## src/rtl/btn_evt_pkg.sv

```systemverilog
// Shared types and widths for the button event generator.
package btn_evt_pkg;

    typedef enum logic [1:0] {ST_IDLE, ST_DOWN, ST_REPEAT} btn_state_t;

    localparam int MS_W = 16;

endpackage

```

## src/rtl/btn_evt_fsm.sv

```systemverilog
// One button channel: edge detect plus press/long/repeat/release FSM.
// Strobes are registered; an edge at cycle k appears as a strobe at cycle k+1.
module btn_evt_fsm
    import btn_evt_pkg::*;
#(
    parameter int LONG_MS   = 1000,
    parameter int REPEAT_MS = 200,
    parameter int REPEAT_EN = 1
) (
    input  logic clk,
    input  logic reset,
    input  logic btn,
    input  logic tick,
    output logic press_pulse,
    output logic release_pulse,
    output logic long_pulse,
    output logic repeat_pulse,
    output logic held
);

    localparam logic [MS_W-1:0] LONG_TH   = MS_W'(LONG_MS);
    localparam logic [MS_W-1:0] REPEAT_TH = MS_W'(REPEAT_MS);

    btn_state_t      state;
    logic            prev;
    logic [MS_W-1:0] ms_cnt;
    logic [MS_W-1:0] ms_inc;
    logic            rise;
    logic            fall;

    assign rise   = btn & ~prev;
    assign fall   = ~btn & prev;
    // Saturating increment; a threshold match always clears the counter first.
    assign ms_inc = (ms_cnt == '1) ? ms_cnt : ms_cnt + 1'b1;

    always_ff @(posedge clk or negedge reset) begin
        if (!reset) begin
            state         <= ST_IDLE;
            prev          <= 1'b0;
            ms_cnt        <= '0;
            press_pulse   <= 1'b0;
            release_pulse <= 1'b0;
            long_pulse    <= 1'b0;
            repeat_pulse  <= 1'b0;
            held          <= 1'b0;
        end else begin
            prev          <= btn;
            press_pulse   <= 1'b0;
            release_pulse <= 1'b0;
            long_pulse    <= 1'b0;
            repeat_pulse  <= 1'b0;
            case (state)
                ST_IDLE: begin
                    if (rise) begin
                        press_pulse <= 1'b1;
                        ms_cnt      <= '0;
                        state       <= ST_DOWN;
                        held        <= 1'b1;
                    end
                end
                ST_DOWN: begin
                    // Release wins over a coincident threshold tick.
                    if (fall) begin
                        release_pulse <= 1'b1;
                        state         <= ST_IDLE;
                        held          <= 1'b0;
                    end else if (tick) begin
                        if (ms_inc == LONG_TH) begin
                            long_pulse <= 1'b1;
                            ms_cnt     <= '0;
                            state      <= ST_REPEAT;
                        end else begin
                            ms_cnt <= ms_inc;
                        end
                    end
                end
                ST_REPEAT: begin
                    if (fall) begin
                        release_pulse <= 1'b1;
                        state         <= ST_IDLE;
                        held          <= 1'b0;
                    end else if (tick) begin
                        if (ms_inc == REPEAT_TH) begin
                            repeat_pulse <= (REPEAT_EN != 0);
                            ms_cnt       <= '0;
                        end else begin
                            ms_cnt <= ms_inc;
                        end
                    end
                end
                default: begin
                    state <= ST_IDLE;
                    held  <= 1'b0;
                end
            endcase
        end
    end

endmodule

```

## src/rtl/btn_event_gen.sv

```systemverilog
// Shared 1 ms tick prescaler feeding N_BTN independent button event channels.
module btn_event_gen
    import btn_evt_pkg::*;
#(
    parameter int N_BTN     = 4,
    parameter int TICK_DIV  = 27000,
    parameter int LONG_MS   = 1000,
    parameter int REPEAT_MS = 200,
    parameter int REPEAT_EN = 1
) (
    input  logic             clk,
    input  logic             reset,
    input  logic [N_BTN-1:0] btn_in,
    output logic [N_BTN-1:0] press_pulse,
    output logic [N_BTN-1:0] release_pulse,
    output logic [N_BTN-1:0] long_pulse,
    output logic [N_BTN-1:0] repeat_pulse,
    output logic [N_BTN-1:0] held
);

    localparam int DIV_W = (TICK_DIV > 1) ? $clog2(TICK_DIV) : 1;

    logic [DIV_W-1:0] div_cnt;
    logic             tick;

    assign tick = (div_cnt == DIV_W'(TICK_DIV - 1));

    always_ff @(posedge clk or negedge reset) begin
        if (!reset) begin
            div_cnt <= '0;
        end else if (tick) begin
            div_cnt <= '0;
        end else begin
            div_cnt <= div_cnt + 1'b1;
        end
    end

    for (genvar i = 0; i < N_BTN; i++) begin : g_ch
        btn_evt_fsm #(
            .LONG_MS   (LONG_MS),
            .REPEAT_MS (REPEAT_MS),
            .REPEAT_EN (REPEAT_EN)
        ) u_fsm (
            .clk           (clk),
            .reset         (reset),
            .btn           (btn_in[i]),
            .tick          (tick),
            .press_pulse   (press_pulse[i]),
            .release_pulse (release_pulse[i]),
            .long_pulse    (long_pulse[i]),
            .repeat_pulse  (repeat_pulse[i]),
            .held          (held[i])
        );
    end

endmodule

```

## config.mk

```make
export PLATFORM = sky130hd
export DESIGN_NAME = btn_event_gen
export DESIGN_NICKNAME = d
export VERILOG_FILES = /design/src/rtl/btn_evt_pkg.sv /design/src/rtl/btn_evt_fsm.sv /design/src/rtl/btn_event_gen.sv
export SDC_FILE = /design/constraint.sdc
export NUM_CORES = 1
export LEC_CHECK = 0
export ABC_AREA = 0
export CELL_PAD_IN_SITES_DETAIL_PLACEMENT = 1
export CELL_PAD_IN_SITES_GLOBAL_PLACEMENT = 1
export CORE_ASPECT_RATIO = 0.6
export CORE_MARGIN = 2
export CORE_UTILIZATION = 50
export DETAILED_ROUTE_END_ITERATION = 16
export GPL_TIMING_DRIVEN = 0
export PLACE_DENSITY_LB_ADDON = 0.1
export SLEW_MARGIN = 20
export SYNTH_ARGS = -nofsm -noshare
export SYNTH_HDL_FRONTEND = slang
export SYNTH_SLANG_ARGS = --single-unit
```

## constraint.sdc

```tcl
create_clock -name clk -period 5.55 [get_ports clk]
set_clock_uncertainty 0.05 [all_clocks]
set_input_delay 1.11 -clock clk [delete_from_list [all_inputs] [get_ports clk]]
set_output_delay 1.11 -clock clk [all_outputs]
set_load 0.02 [all_outputs]
```

==> flow_summary.ini, run 1 <==
[placed_design]
dp_hpwl_mm = 15.84
place_congestion = 0.8741
numPortBuffers = 25

[yosys]
synth_seq_cells = 111
synth_warnings = 0
yosysSeqAreaShare_pct = 37.46
async_flop_share_pct = 100.0
synth_edf_count = 0
avgSynthCellArea_um2 = 8.351
synth_cell_types = 70
syn_inst = 888
synth_nets = 914
syn_area_um2 = 7416
synth_ff_type = dfrtp_1

[die]
die_area_um2 = 15850
core_area_um2 = 14510
ios = 26
initial_core_util_pct = 51.12
rows = 34
die_y_um = 98.34
fp.dieW_um = 161.2

[sta]
rsz0062_at_grt = no
slew-limit-headroom_pct = 41.93
max_slew.worst_pin.slew_ns = 0.8638
final_hold_viol_count = 0
max_freq_mhz = 255.3
fin_crit_sh_pct = 70.58
setup_viol = 0
period_needed_ns = 3.917
slew_viol_final = 0

[pwr]
ir_drop_v = 0.0001811
p_leak_nw = 3.420
power_density_nw_per_um2 = 292.2
p_total_mw = 2.403

[worst_setup_path]
crit_path_end_kind = flip-flop
cpPeakStageDelay_ns = 0.86
crit_fanout = 10
crit_chain = ha_1 -> clkbuf_1 -> nand4_1 -> nor4_2 -> a211oi_1 -> nor4_1 -> o21ai_1 -> buf_2 -> and3_1 -> a221o_1
reg2reg_depth = 10
critPathRequiredTime_ns = 5.74
cp.arrival_ns = 4.11
start_kind = flip-flop
slowest_stage = nor4_2
crit_type = reg2reg

[cells_and_area]
diodes = 0
fin_util_pct = 56.68
seq_area_um2 = 2778
multi_input_area_um2 = 4080
final_layout_size_suffix_gt1_share_pct = 8.934
most-common-layout-cells = 111 x dfrtp_1, 76 x a21oi_1, 73 x nand2_1
area_delta_synth_final_pct = 10.88
fin_nets = 951
final_common_cell = dfrtp_1
fillers = 1763

[detailed_routing]
finalWirelength_mm = 21.95
drt-pass1-iter-count = 5
vias = 7131
drc = 0
ant_nets = 0
viasPerCell = 6.327
wl_per_cell_um = 19.47
first_iter_violations = 535

[cts]
hold_buffers = 0
worstSkewPairLatency_ns = 0.35
clk_pin_slew_ns = 0.07
numClockSinks = 111
numCtsBuffers = 9
clockBufferDepth = 2
root_buffer = clkbuf_16
cts_setup_buffers = 0
cts-resized-gates = 0
cts_tree = built
cts_max_level = 3

[hold_path]
hp-class = reg2reg
holdPathStages = 1

[global_route]
grt.overflow.total = 0
grt_max_degree = 57
antenna_found_initial = 0
grt_pass1_wl_mm = 37.32
grt_usage_pct = 28.94
grt_pass1_vias = 7319

[status]
status = finished, final reports clean

[flow_run]
max-cap-violations = 0
-- kinds of logic after synthesis --
logic type,share of synthesized area (%)
xor gates and xnor gates,2.834
AOI/OAI and AO/OA,20.96
buffers and inverters,7.525
and+or+nand+nor,26.59
muxes,1.265
DFF,37.46
adders and majority gates,3.374
-- metrics by stage --
step,std cells,setup WS [ns],TNS [ns],instance area (µm²),hold WS [ns]
finish,1127,1.633,0,8223,0.4434
floorplan,888,2.515,0,7416,0.3973
global placement,1111,-0.9798,-107.87,7914,0.4156
global route,1127,1.262,0,8223,0.4732
CTS,1127,1.700,0,8223,0.4448
detailed placement,1112,1.741,0,7943,0.4319
-- area by class of cell --
class,instances,share of cell area (%)
Buffer,82,5.097
Inverter,37,1.689
Timing Repair Buffer,26,3.393
Clock inverter,4,0.5782
Sequential cell,111,33.78
Clock buffer,11,2.830
Tap cell,198,3.013
Multi-Input combinational cell,658,49.62
-- final timing paths --
kind,start,endpoint,slack [ns]
hold reg to reg,div_cnt[10]$_DFF_PN0_,div_cnt[10]$_DFF_PN0_,0.44
setup reg to reg,g_ch[3].u_fsm.ms_cnt[0]$_DFFE_PN0P_,g_ch[3].u_fsm.ms_cnt[7]$_DFFE_PN0P_,1.63
min in group asynchronous,reset,g_ch[1].u_fsm.ms_cnt[15]$_DFFE_PN0P_,0.66
hold / removal,div_cnt[10]$_DFF_PN0_,div_cnt[10]$_DFF_PN0_,0.44
setup / recovery,g_ch[3].u_fsm.ms_cnt[0]$_DFFE_PN0P_,g_ch[3].u_fsm.ms_cnt[7]$_DFFE_PN0P_,1.63
max in group asynchronous,reset,g_ch[3].u_fsm.ms_cnt[10]$_DFFE_PN0P_,4.11
-- synthesized netlist by cell type, types with 5 or more instances --
library cell	count	share of area, %
ha_1	20	3.4
nand3_1	52	3.5
and4_1	15	1.8
a22o_1	13	1.5
a21boi_0	5	0.51
buf_2	20	1.3
o22ai_1	9	0.76
nor4_2	6	1.0
clkbuf_1	39	2.0
o21ai_0	50	3.4
a21oi_1	76	5.1
dfrtp_1	111	37
nand2_1	73	3.7
o22a_1	6	0.71
xnor2_1	12	1.4
nor3_1	25	1.7
mux2i_1	6	0.81
a41oi_1	7	0.83
nor4_1	19	1.6
buf_4	21	2.1
nor2_1	72	3.6
a31oi_1	12	1.0
nand4_1	28	2.4
or3_1	6	0.51
or2_2	7	0.59
and3_1	22	1.9
nor2b_1	6	0.51
inv_1	37	1.9
nand2b_1	7	0.59
xor2_1	12	1.4
or4_1	5	0.51
o31ai_1	5	0.51
o211ai_1	7	0.71
and2_1	7	0.59
-- report_power, final --
part	leakage [nW]	switching, mW	total [mW]	internal, mW
sequential	1.51	0.0638	0.935	0.871
combinational	1.78	0.521	0.818	0.297
clock	0.135	0.303	0.650	0.347
total	3.42	0.887	2.40	1.52
-- metal layers --
| layer | GRT usage (%) | up-vias | part of all wire [%] |
|---|---|---|---|
| met1 | 43.03 | 3569 | 49 |
| li1 | - | 3310 | - |
| met2 | 44.27 | 221 | 45 |
| met4 | 6.868 | 0 | 1.1 |
| met5 | 0 | - | 0 |
| met3 | 4.843 | 31 | 5.8 |
-- registers in the layout, indices dropped and copies added (netlist names) --
name                      flops
g_ch.u_fsm.ms_cnt            64
div_cnt                      15
g_ch.u_fsm.state              8
g_ch.u_fsm.held               4
g_ch.u_fsm.long_pulse         4
g_ch.u_fsm.press_pulse        4
g_ch.u_fsm.prev               4
g_ch.u_fsm.release_pulse      4
g_ch.u_fsm.repeat_pulse       4
-- worst max-delay path, delay by kind of cell (launching register included) --
kind	cells	cell delay, ns
adders and majority gates	1	0.18
and+or+nand+nor	4	1.97
buffers and inverters	2	0.56
AOI/OAI and AO/OA	3	0.58
DFF	1	0.46
No activity file was read; power rests on OpenSTA's default activity.
==> inputs of run 2 (changes only) <==
- CORE_UTILIZATION: 50 -> 43
- clock period: 5.55 -> 3.2 ns (I/O delays scaled with it)
==> flow_summary.ini, run 2 (synthesized netlist as in run 1, its figures left out) <==
[die]
fp.dieW_um = 173.5
core_area_um2 = 16990
die_area_um2 = 18350
die_y_um = 105.7
initial_core_util_pct = 43.65
ios = 26
rows = 37

[cts]
hold_buffers = 0
numCtsBuffers = 9
cts_max_level = 3
cts_tree = built
worstSkewPairLatency_ns = 0.35
clockBufferDepth = 2
numClockSinks = 111
clk_pin_slew_ns = 0.08
root_buffer = clkbuf_16

[global_route]
grt.overflow.total = 0
met2_usage_pct = 38.71
grt_max_degree = 62
grt_usage_pct = 24.84
met3_usage_pct = 3.716
grt_pass1_wl_mm = 37.56
met1_usage_pct = 36.67
grt_pass1_vias = 7323
antenna_found_initial = 1
top_usage_layer = met2

[sta]
setup_viol = 0
max_slew.worst_pin.slew_ns = 0.7914
setup-tns-final_ns = 0
slew-limit-headroom_pct = 46.77
final_hold_viol_count = 0
rsz0062_at_grt = yes
max_freq_mhz = 315.3
timing.hold.ws_ns = 0.2137
period_needed_ns = 3.172
fin_crit_sh_pct = 99.12
slew_viol_final = 0

[detailed_routing]
viasPerCell = 6.151
drt-pass1-iter-count = 5
vias = 7215
drc = 0
ant_nets = 0
wl_per_cell_um = 19.78
first_iter_violations = 547
finalWirelength_mm = 23.20

[cells_and_area]
diodes = 0
final_layout_size_suffix_gt1_share_pct = 17.68
area_delta_synth_final_pct = 20.55
fillers = 1989
fin_util_pct = 52.62
largest_reg_flops = 64
fin_nets = 960
final_common_cell = dfrtp_1
most-common-layout-cells = 103 x dfrtp_1, 75 x a21oi_1, 73 x nand2_1
seq_area_um2 = 2788
finalInstanceArea_um2 = 8940
multi_input_area_um2 = 4547
top_regs = g_ch.u_fsm.ms_cnt: 64 flops, div_cnt: 15 flops, g_ch.u_fsm.state: 8 flops
regMostFlops = g_ch.u_fsm.ms_cnt

[worst_setup_path]
reg2reg_from = g_ch[0].u_fsm.ms_cnt[1]$_DFFE_PN0P_
critPathRequiredTime_ns = 3.36
start_kind = flip-flop
startpoint = g_ch[0].u_fsm.ms_cnt[1]$_DFFE_PN0P_
cp.arrival_ns = 3.33
crit_fanout = 7
crit_type = reg2reg
crit_path_end_kind = flip-flop

[pwr]
p_leak_nw = 3.797
p_total_mw = 4.336
power_density_nw_per_um2 = 485.0
ir_drop_v = 0.0002751

[placed_design]
place_congestion = 0.8925
placed_area_um2 = 7988
numPortBuffers = 25
dp_hpwl_mm = 15.69

[status]
status = finished, final reports clean

[hold_path]
hp-class = in2async

[flow_run]
max-cap-violations = 0
-- run 2: cell types whose count changed in the layout (fill, tap and decap cells not counted), moves of 3 or more --
cell,delta
dfrtp_1,-8
nand3_1,-3
ha_4,+3
clkbuf_2,+6
buf_4,+25
ha_1,-4
nor3_1,-3
buf_2,-4
dfrtp_2,+8
a211oi_4,+3
buf_6,+4
nor4_1,-11
clkbuf_1,-26
nor4_4,+13
-- run 2: final timing paths --
kind | slack, ns | cells past startpoint | to
min in group clk | 0.44 | 1 | div_cnt[0]$_DFF_PN0_
max in group asynchronous | 2.21 | 2 | g_ch[3].u_fsm.ms_cnt[6]$_DFFE_PN0P_
min | 0.21 | 1 | g_ch[1].u_fsm.ms_cnt[13]$_DFFE_PN0P_
max | 0.03 | 12 | g_ch[0].u_fsm.ms_cnt[10]$_DFFE_PN0P_
min reg2reg | 0.44 | 1 | div_cnt[0]$_DFF_PN0_
max reg2reg | 0.03 | 12 | g_ch[0].u_fsm.ms_cnt[10]$_DFFE_PN0P_
-- run 2: metal layers --
layer / wire [µm] / vias to the layer above / share of wire (%)
met4: 227 / 2 / 0.98
met3: 1038 / 27 / 4.5
met1: 11410 / 3630 / 49
li1: - / 3335 / -
met2: 10520 / 221 / 45
met5: 7 / - / 0.030
-- run 2: power by group --
group          total [mW]  internal, mW  leakage, nW  switching (mW)
clock network        1.20         0.635        0.149           0.565
registers            1.64          1.51         1.49           0.125
logic                1.50         0.563         2.15           0.934
-- run 2: cell type report --
cell class / instances / area share (%)
Buffer: 65 / 4.297
Clock inverter: 6 / 0.7698
Sequential cell: 111 / 31.18
Clock buffer: 10 / 2.673
Timing Repair Buffer: 52 / 5.388
Tap cell: 234 / 3.275
Inverter: 37 / 1.554
Multi-Input combinational cell: 658 / 50.86
-- run 2: what timing repair did --
| action | CTS | global route |
|---|---|---|
| gates resized for setup | 38 | 62 |
| setup endpoints to repair | 72 | 63 |
| gates cloned | 0 | 0 |
| endpoints found under the hold margin | 0 | 0 |
| setup buffers | 9 | 17 |
| pin swaps | 9 | 22 |
-- run 2: stage by stage --
stage,std cells,setup WS (ns)
global route,1173,-0.08128
floorplan,888,0.1648
detailed placement,1148,-0.7100
finish,1173,0.02821
CTS,1170,-0.02736
global placement,1147,-3.047
-- run 2: worst max-delay path, cell delays in order, from the launching register on --
cell      delay, ns
dfrtp_2        0.44
ha_4           0.20
nand4_1        0.14
buf_6          0.18
buf_4          0.14
or4_4          0.57
a211oi_4       0.23
a31oi_2        0.11
o41ai_4        0.32
a211oi_4       0.16
buf_6          0.17
a41oi_1        0.23
a21oi_1        0.07
